===== src/rtl/ns_arb_2to1_pkg.sv =====
// Shared definitions for the ns_arb_2to1 message arbiter: default channel field
// widths, FSM state encoding and the round-robin pick helper.
// Optional build macro used by the arbiter: NS_ARB_REDUN_CHECK_EN.
package ns_arb_2to1_pkg;

  // Default channel field widths
  localparam int unsigned NsAddressSize = 8;
  localparam int unsigned NsDataSize    = 16;
  localparam int unsigned NsRedunSize   = 8;

  // Arbiter FSM states (3-bit encoding)
  typedef enum logic [2:0] {
    StIdle    = 3'd0,
    StCheck   = 3'd1,
    StSend    = 3'd2,
    StDrain   = 3'd3,
    StRelease = 3'd4
  } arb_state_e;

  // Round-robin pick between two eligible inputs. When both are eligible the
  // priority pointer decides; otherwise the single eligible input wins.
  // The result is only meaningful when at least one input is eligible.
  function automatic logic rr_pick(input logic elig0, input logic elig1, input logic prio);
    logic pick;
    if (elig0 && elig1) begin
      pick = prio;
    end else if (elig1) begin
      pick = 1'b1;
    end else begin
      pick = 1'b0;
    end
    return pick;
  endfunction

endpackage


===== src/rtl/ns_arb_2to1_calc_redun.sv =====
// Redundancy generator for one message: XOR-folds the concatenation
// {src, dst, dat} into RSZ bits, so bit r of the result is the parity of every
// message bit whose position is congruent to r modulo RSZ.
// Instantiated by ns_arb_2to1 only when NS_ARB_REDUN_CHECK_EN is defined.
module ns_arb_2to1_calc_redun
  import ns_arb_2to1_pkg::*;
#(
  parameter int unsigned ASZ = NsAddressSize,
  parameter int unsigned DSZ = NsDataSize,
  parameter int unsigned RSZ = NsRedunSize
) (
  input  logic [ASZ-1:0] src_i,
  input  logic [ASZ-1:0] dst_i,
  input  logic [DSZ-1:0] dat_i,
  output logic [RSZ-1:0] red_o
);

  localparam int unsigned MsgW = 2 * ASZ + DSZ;

  // Mask selecting the message bits that fold into redundancy bit r
  function automatic logic [MsgW-1:0] fold_mask(input int unsigned r);
    logic [MsgW-1:0] m;
    logic [MsgW-1:0] one;
    m   = '0;
    one = {{(MsgW-1){1'b0}}, 1'b1};
    for (int unsigned i = r; i < MsgW; i += RSZ) begin
      m = m | (one << i);
    end
    return m;
  endfunction

  logic [MsgW-1:0] msg;

  assign msg = {src_i, dst_i, dat_i};

  for (genvar r = 0; r < RSZ; r++) begin : g_fold
    localparam logic [MsgW-1:0] Mask = fold_mask(r);
    assign red_o[r] = ^(msg & Mask);
  end

endmodule


===== src/rtl/ns_arb_2to1.sv =====
// Two-input, one-output round-robin arbiter for the 4-phase message channel.
// A granted message is latched whole into the output registers, optionally
// checked against its redundancy field, then forwarded to the shared sink.
// Build option: define NS_ARB_REDUN_CHECK_EN to drop messages whose red field
// does not match and flag them on the sticky arb_err output. Without it the
// check stage always passes (same latency) and arb_err is constant 0.
module ns_arb_2to1
  import ns_arb_2to1_pkg::*;
#(
  parameter int unsigned ASZ = NsAddressSize,
  parameter int unsigned DSZ = NsDataSize,
  parameter int unsigned RSZ = NsRedunSize
) (
  input  logic           clk,
  input  logic           reset,
  // Channel 0
  input  logic [ASZ-1:0] i0_src,
  input  logic [ASZ-1:0] i0_dst,
  input  logic [DSZ-1:0] i0_dat,
  input  logic [RSZ-1:0] i0_red,
  input  logic           i0_req,
  output logic           i0_ack,
  // Channel 1
  input  logic [ASZ-1:0] i1_src,
  input  logic [ASZ-1:0] i1_dst,
  input  logic [DSZ-1:0] i1_dat,
  input  logic [RSZ-1:0] i1_red,
  input  logic           i1_req,
  output logic           i1_ack,
  // Output channel
  output logic [ASZ-1:0] o0_src,
  output logic [ASZ-1:0] o0_dst,
  output logic [DSZ-1:0] o0_dat,
  output logic [RSZ-1:0] o0_red,
  output logic           o0_req,
  input  logic           o0_ack,
  // Status
  output logic           arb_gnt,
  output logic           arb_err
);

  arb_state_e     state_q, state_d;
  logic           prio_q, prio_d;  // input that wins a tie on the next grant
  logic           gnt_q, gnt_d;
  logic           err_q, err_d;
  logic           ack0_q, ack0_d;
  logic           ack1_q, ack1_d;
  logic           oreq_q, oreq_d;
  logic [ASZ-1:0] src_q, src_d;
  logic [ASZ-1:0] dst_q, dst_d;
  logic [DSZ-1:0] dat_q, dat_d;
  logic [RSZ-1:0] red_q, red_d;

  logic elig0, elig1;
  logic sel;
  logic gnt_req;
  logic red_ok;

  // An input is eligible while it requests and has not yet been acknowledged
  assign elig0 = i0_req & ~ack0_q;
  assign elig1 = i1_req & ~ack1_q;

  // Request of the currently granted input, watched in RELEASE
  assign gnt_req = gnt_q ? i1_req : i0_req;

`ifdef NS_ARB_REDUN_CHECK_EN
  logic [RSZ-1:0] calc_red;

  ns_arb_2to1_calc_redun #(
    .ASZ(ASZ),
    .DSZ(DSZ),
    .RSZ(RSZ)
  ) u_calc_redun (
    .src_i(src_q),
    .dst_i(dst_q),
    .dat_i(dat_q),
    .red_o(calc_red)
  );

  assign red_ok = (calc_red == red_q);
`else
  assign red_ok = 1'b1;
`endif

  // Next-state logic: arbitration, message latch and handshake sequencing
  always_comb begin
    state_d = state_q;
    prio_d  = prio_q;
    gnt_d   = gnt_q;
    err_d   = err_q;
    ack0_d  = ack0_q;
    ack1_d  = ack1_q;
    oreq_d  = oreq_q;
    src_d   = src_q;
    dst_d   = dst_q;
    dat_d   = dat_q;
    red_d   = red_q;
    sel     = 1'b0;

    unique case (state_q)
      StIdle: begin
        if (elig0 || elig1) begin
          sel     = rr_pick(elig0, elig1, prio_q);
          gnt_d   = sel;
          prio_d  = ~sel;
          src_d   = sel ? i1_src : i0_src;
          dst_d   = sel ? i1_dst : i0_dst;
          dat_d   = sel ? i1_dat : i0_dat;
          red_d   = sel ? i1_red : i0_red;
          state_d = StCheck;
        end
      end

      StCheck: begin
        if (red_ok) begin
          oreq_d  = 1'b1;
          state_d = StSend;
        end else begin
          // Corrupted message: complete the input handshake without forwarding
          err_d   = 1'b1;
          ack0_d  = ~gnt_q;
          ack1_d  = gnt_q;
          state_d = StRelease;
        end
      end

      StSend: begin
        if (o0_ack) begin
          oreq_d  = 1'b0;
          state_d = StDrain;
        end
      end

      StDrain: begin
        if (!o0_ack) begin
          ack0_d  = ~gnt_q;
          ack1_d  = gnt_q;
          state_d = StRelease;
        end
      end

      StRelease: begin
        if (!gnt_req) begin
          ack0_d  = 1'b0;
          ack1_d  = 1'b0;
          state_d = StIdle;
        end
      end

      default: begin
        ack0_d  = 1'b0;
        ack1_d  = 1'b0;
        oreq_d  = 1'b0;
        state_d = StIdle;
      end
    endcase
  end

  // State and output registers with synchronous active-high reset
  always_ff @(posedge clk) begin
    if (reset) begin
      state_q <= StIdle;
      prio_q  <= 1'b0;
      gnt_q   <= 1'b0;
      err_q   <= 1'b0;
      ack0_q  <= 1'b0;
      ack1_q  <= 1'b0;
      oreq_q  <= 1'b0;
      src_q   <= '0;
      dst_q   <= '0;
      dat_q   <= '0;
      red_q   <= '0;
    end else begin
      state_q <= state_d;
      prio_q  <= prio_d;
      gnt_q   <= gnt_d;
      err_q   <= err_d;
      ack0_q  <= ack0_d;
      ack1_q  <= ack1_d;
      oreq_q  <= oreq_d;
      src_q   <= src_d;
      dst_q   <= dst_d;
      dat_q   <= dat_d;
      red_q   <= red_d;
    end
  end

  assign i0_ack  = ack0_q;
  assign i1_ack  = ack1_q;
  assign o0_req  = oreq_q;
  assign o0_src  = src_q;
  assign o0_dst  = dst_q;
  assign o0_dat  = dat_q;
  assign o0_red  = red_q;
  assign arb_gnt = gnt_q;
  assign arb_err = err_q;

endmodule


===== config.mk =====
export PLATFORM = sky130hd
export DESIGN_NAME = ns_arb_2to1
export DESIGN_NICKNAME = d
export VERILOG_FILES = /design/src/rtl/ns_arb_2to1_pkg.sv /design/src/rtl/ns_arb_2to1_calc_redun.sv /design/src/rtl/ns_arb_2to1.sv
export SDC_FILE = /design/constraint.sdc
export NUM_CORES = 1
export LEC_CHECK = 0
export CORE_MARGIN = 2
export CORE_UTILIZATION = 38
export CTS_BUF_LIST = sky130_fd_sc_hd__clkbuf_8
export DETAILED_ROUTE_END_ITERATION = 10
export PLACE_DENSITY = 0.82
export SKIP_LAST_GASP = 1
export SLEW_MARGIN = 30
export SYNTH_ARGS = -nofsm -noshare
export SYNTH_HDL_FRONTEND = slang
export SYNTH_HIERARCHICAL = 1
export SYNTH_SLANG_ARGS = --single-unit

===== constraint.sdc =====
create_clock -name clk -period 2.05 [get_ports clk]
set_input_delay 0.41 -clock clk [delete_from_list [all_inputs] [get_ports clk]]
set_output_delay 0.41 -clock clk [all_outputs]
set_load 0.1 [all_outputs]

==> impl_metrics.toml <==
[clocking]
cts_setup_buffers = 0
cts.clk_slew.worst_paths_ps = 80
cts_buffers = 5
root_buffer = "clkbuf_8"
cts-resized-gates = 0
ctsHoldBuffers = 0
cts.sinks = 48
ctsHtreeMaxLevel = 2
clk_path_buf_depth = 2
cts_tree = "yes"
insertion_delay_ps = 290

[route]
vias = 2347
post_drt_wl_per_cell_um = 13.9
ant_nets = 0
drc = 0
wirelength_um = 6480
vias_per_cell = 5.03
drt_first_pass_iters = 4
drt-initial-drc-count = 67

[sta]
max_freq_mhz = 520
layout_min_cycle_time_ps = 1920
hold_violations = 0
grt_setup_unrepaired = "false"
drv_slew = 0
finClkSkew_ps = 7.21
worst_hold_slack_ps = 498
period_share_pct = 93.7
setup-violations-final = 0

[setup_path]
cp-end-kind = "flop"
critPathKind = "input pin to flop"
start_kind = "input pin"
r2r_cells = 6
cp_max_fo = 23
cp.required_ps = 2240
critPathArrivalTime_ps = 2120

[synthesis]
synth_area_leaders = "dfxtp_1, a311oi_1, nand2_1, nor2_1, buf_2"
netlist_instances = 270
syn_avg_cell_area_um2 = 7.94
yosysWarnings = 6
synth_largest_area_cell = "dfxtp_1"
ys_types = 26
synth_area_um2 = 2140
synthesis.nets = 355
seq_area_frac_synth_pct = 44.8
synth-seq-cells = 48
netlist.area_leader.share_pct = 44.8

[grt]
antenna_found_initial = 0
grt_max_degree = 29
grt_usage_pct = 20.6
grt_pass1_wl_um = 10400
grt_pass1_vias = 2295
overflow = 0

[cells_and_area]
multiInputGateArea_um2 = 1040
drive_above_1_share_pct = 17.2
final_area_um2 = 3490
fillers = 517
area_growth_pct = 63.0
register_area_um2 = 961
final_nets = 479
n_antenna_cell = 0
final_util_pct = 63.9

[min_path]
hold_class = "flop to flop"
hold_depth = 2

[floorplan]
fp-row-count = 27
initial_utilization_pct = 39.2
die_width_um = 79.1
die-height_um = 79.1
die_area_um2 = 6260
ios = 130
core-area_um2 = 5470

[pwr]
power_density_nw_per_um2 = 1000
leakage_nw = 1.47
irDropWorstVdd_mv = 0.472

[placed_design]
gp_congestion = 0.728
placed_area_um2 = 3400
post-dp-hpwl_um = 4950
io_buffers = 128

[run_status]
status = "finished clean"

[flow_run]
maxCapViolations = 0
-- cells by family after synthesis --
family	Yosys count	share of synthesized area, %
AND/OR/NAND/NOR	144	27.0
AO/OA/AOI/OAI	47	19.4
other	1	0.175
buffers and inverters	26	6.65
flip-flops	48	44.8
multiplexers	4	1.93
-- sequential cells by signal (all words and copies together) (netlist names) --
| register | count |
|---|---|
| o0_dat | 16 |
| o0_dst | 8 |
| o0_red | 8 |
| o0_src | 8 |
| state_q | 3 |
| arb_gnt | 1 |
| i0_ack | 1 |
| i1_ack | 1 |
| o0_req | 1 |
| prio_q | 1 |
-- synthesized netlist by cell type (all sizes together) --
cell / n
a2111oi: 1
a211oi: 2
a21oi: 1
a22oi: 1
a311oi: 40
a31oi: 1
and2: 1
buf: 17
clkbuf: 8
conb: 1
dfxtp: 48
inv: 1
mux2: 1
mux2i: 3
nand2: 85
nand2b: 6
nand3: 1
nor2: 46
nor2b: 1
nor3: 2
nor4: 1
o21ai: 1
or3b: 1
-- path summary, 6_finish.rpt --
kind	from	endpoint	slack (ps)
max	i0_req	o0_dat[11]$_SDFFE_PP0P_	130
max reg2reg	i1_ack$_SDFFE_PP0P_	o0_dat[11]$_SDFFE_PP0P_	370
min reg2reg	o0_dat[14]$_SDFFE_PP0P_	o0_dat[14]$_SDFFE_PP0P_	500
min	o0_dat[14]$_SDFFE_PP0P_	o0_dat[14]$_SDFFE_PP0P_	500
-- metrics by stage --
stage | total power [mW] | worst slack (ps) | instances | setup TNS (ps)
after floorplan | 2.47 | 14.4 | 270 | 0
after global placement | 2.93 | -75.2 | 459 | -2180
after detailed placement | 2.97 | -182 | 459 | -4970
after CTS | 3.53 | 131 | 467 | 0
after global routing | 3.67 | 48.6 | 467 | 0
final | 3.50 | 128 | 467 | 0
-- worst max-delay path, stage by stage --
cell	delay (ps)
clkdlybuf4s50_1	540
nand2b_4	80
a2111oi_4	380
buf_4	210
buf_12	160
nor2_1	60
a311oi_1	270
-- report_power, final --
part	total [mW]	internal, mW	switching [mW]
sequential	1.15	1.07	0.0820
combinational	1.78	0.508	1.28
clock	0.562	0.266	0.296
-- layout by cell type, fill, tap and decap left out --
cell type         n
inv_1             3
nor2_1           46
nor2b_1           1
nand2_1          85
or3b_1            1
o21ai_0           1
mux2i_1           3
buf_4            55
clkdlybuf4s50_1  83
mux2_2            1
nor4_1            1
a311oi_1         40
conb_1            1
and2_1            1
nor3_1            2
nand2b_4          1
a211oi_1          2
a31oi_1           1
a22oi_1           1
buf_2             1
a2111oi_4         1
nand2b_1          5
nand3_1           1
dfxtp_1          48
clkbuf_8          6
a21oi_1           1
buf_12            3
-- area by class of cell --
class	count	area share [%]
clock buffers	6	2.36
clock inverters	2	0.215
inverters	1	0.107
multi-input cells	196	29.8
flip-flops and latches	48	27.5
well taps	72	2.58
repair buffers	142	37.5
-- metal layers --
layer  GRT usage (%)  share of wire, %  vias to the layer above
li1                -                 -                     1177
met1            23.4                40                     1094
met2            38.8                53                       68
met3            4.09               5.2                        8
met4            6.03               1.2                        0
met5               0                 0                        -
(Power assumes the default switching activity.)
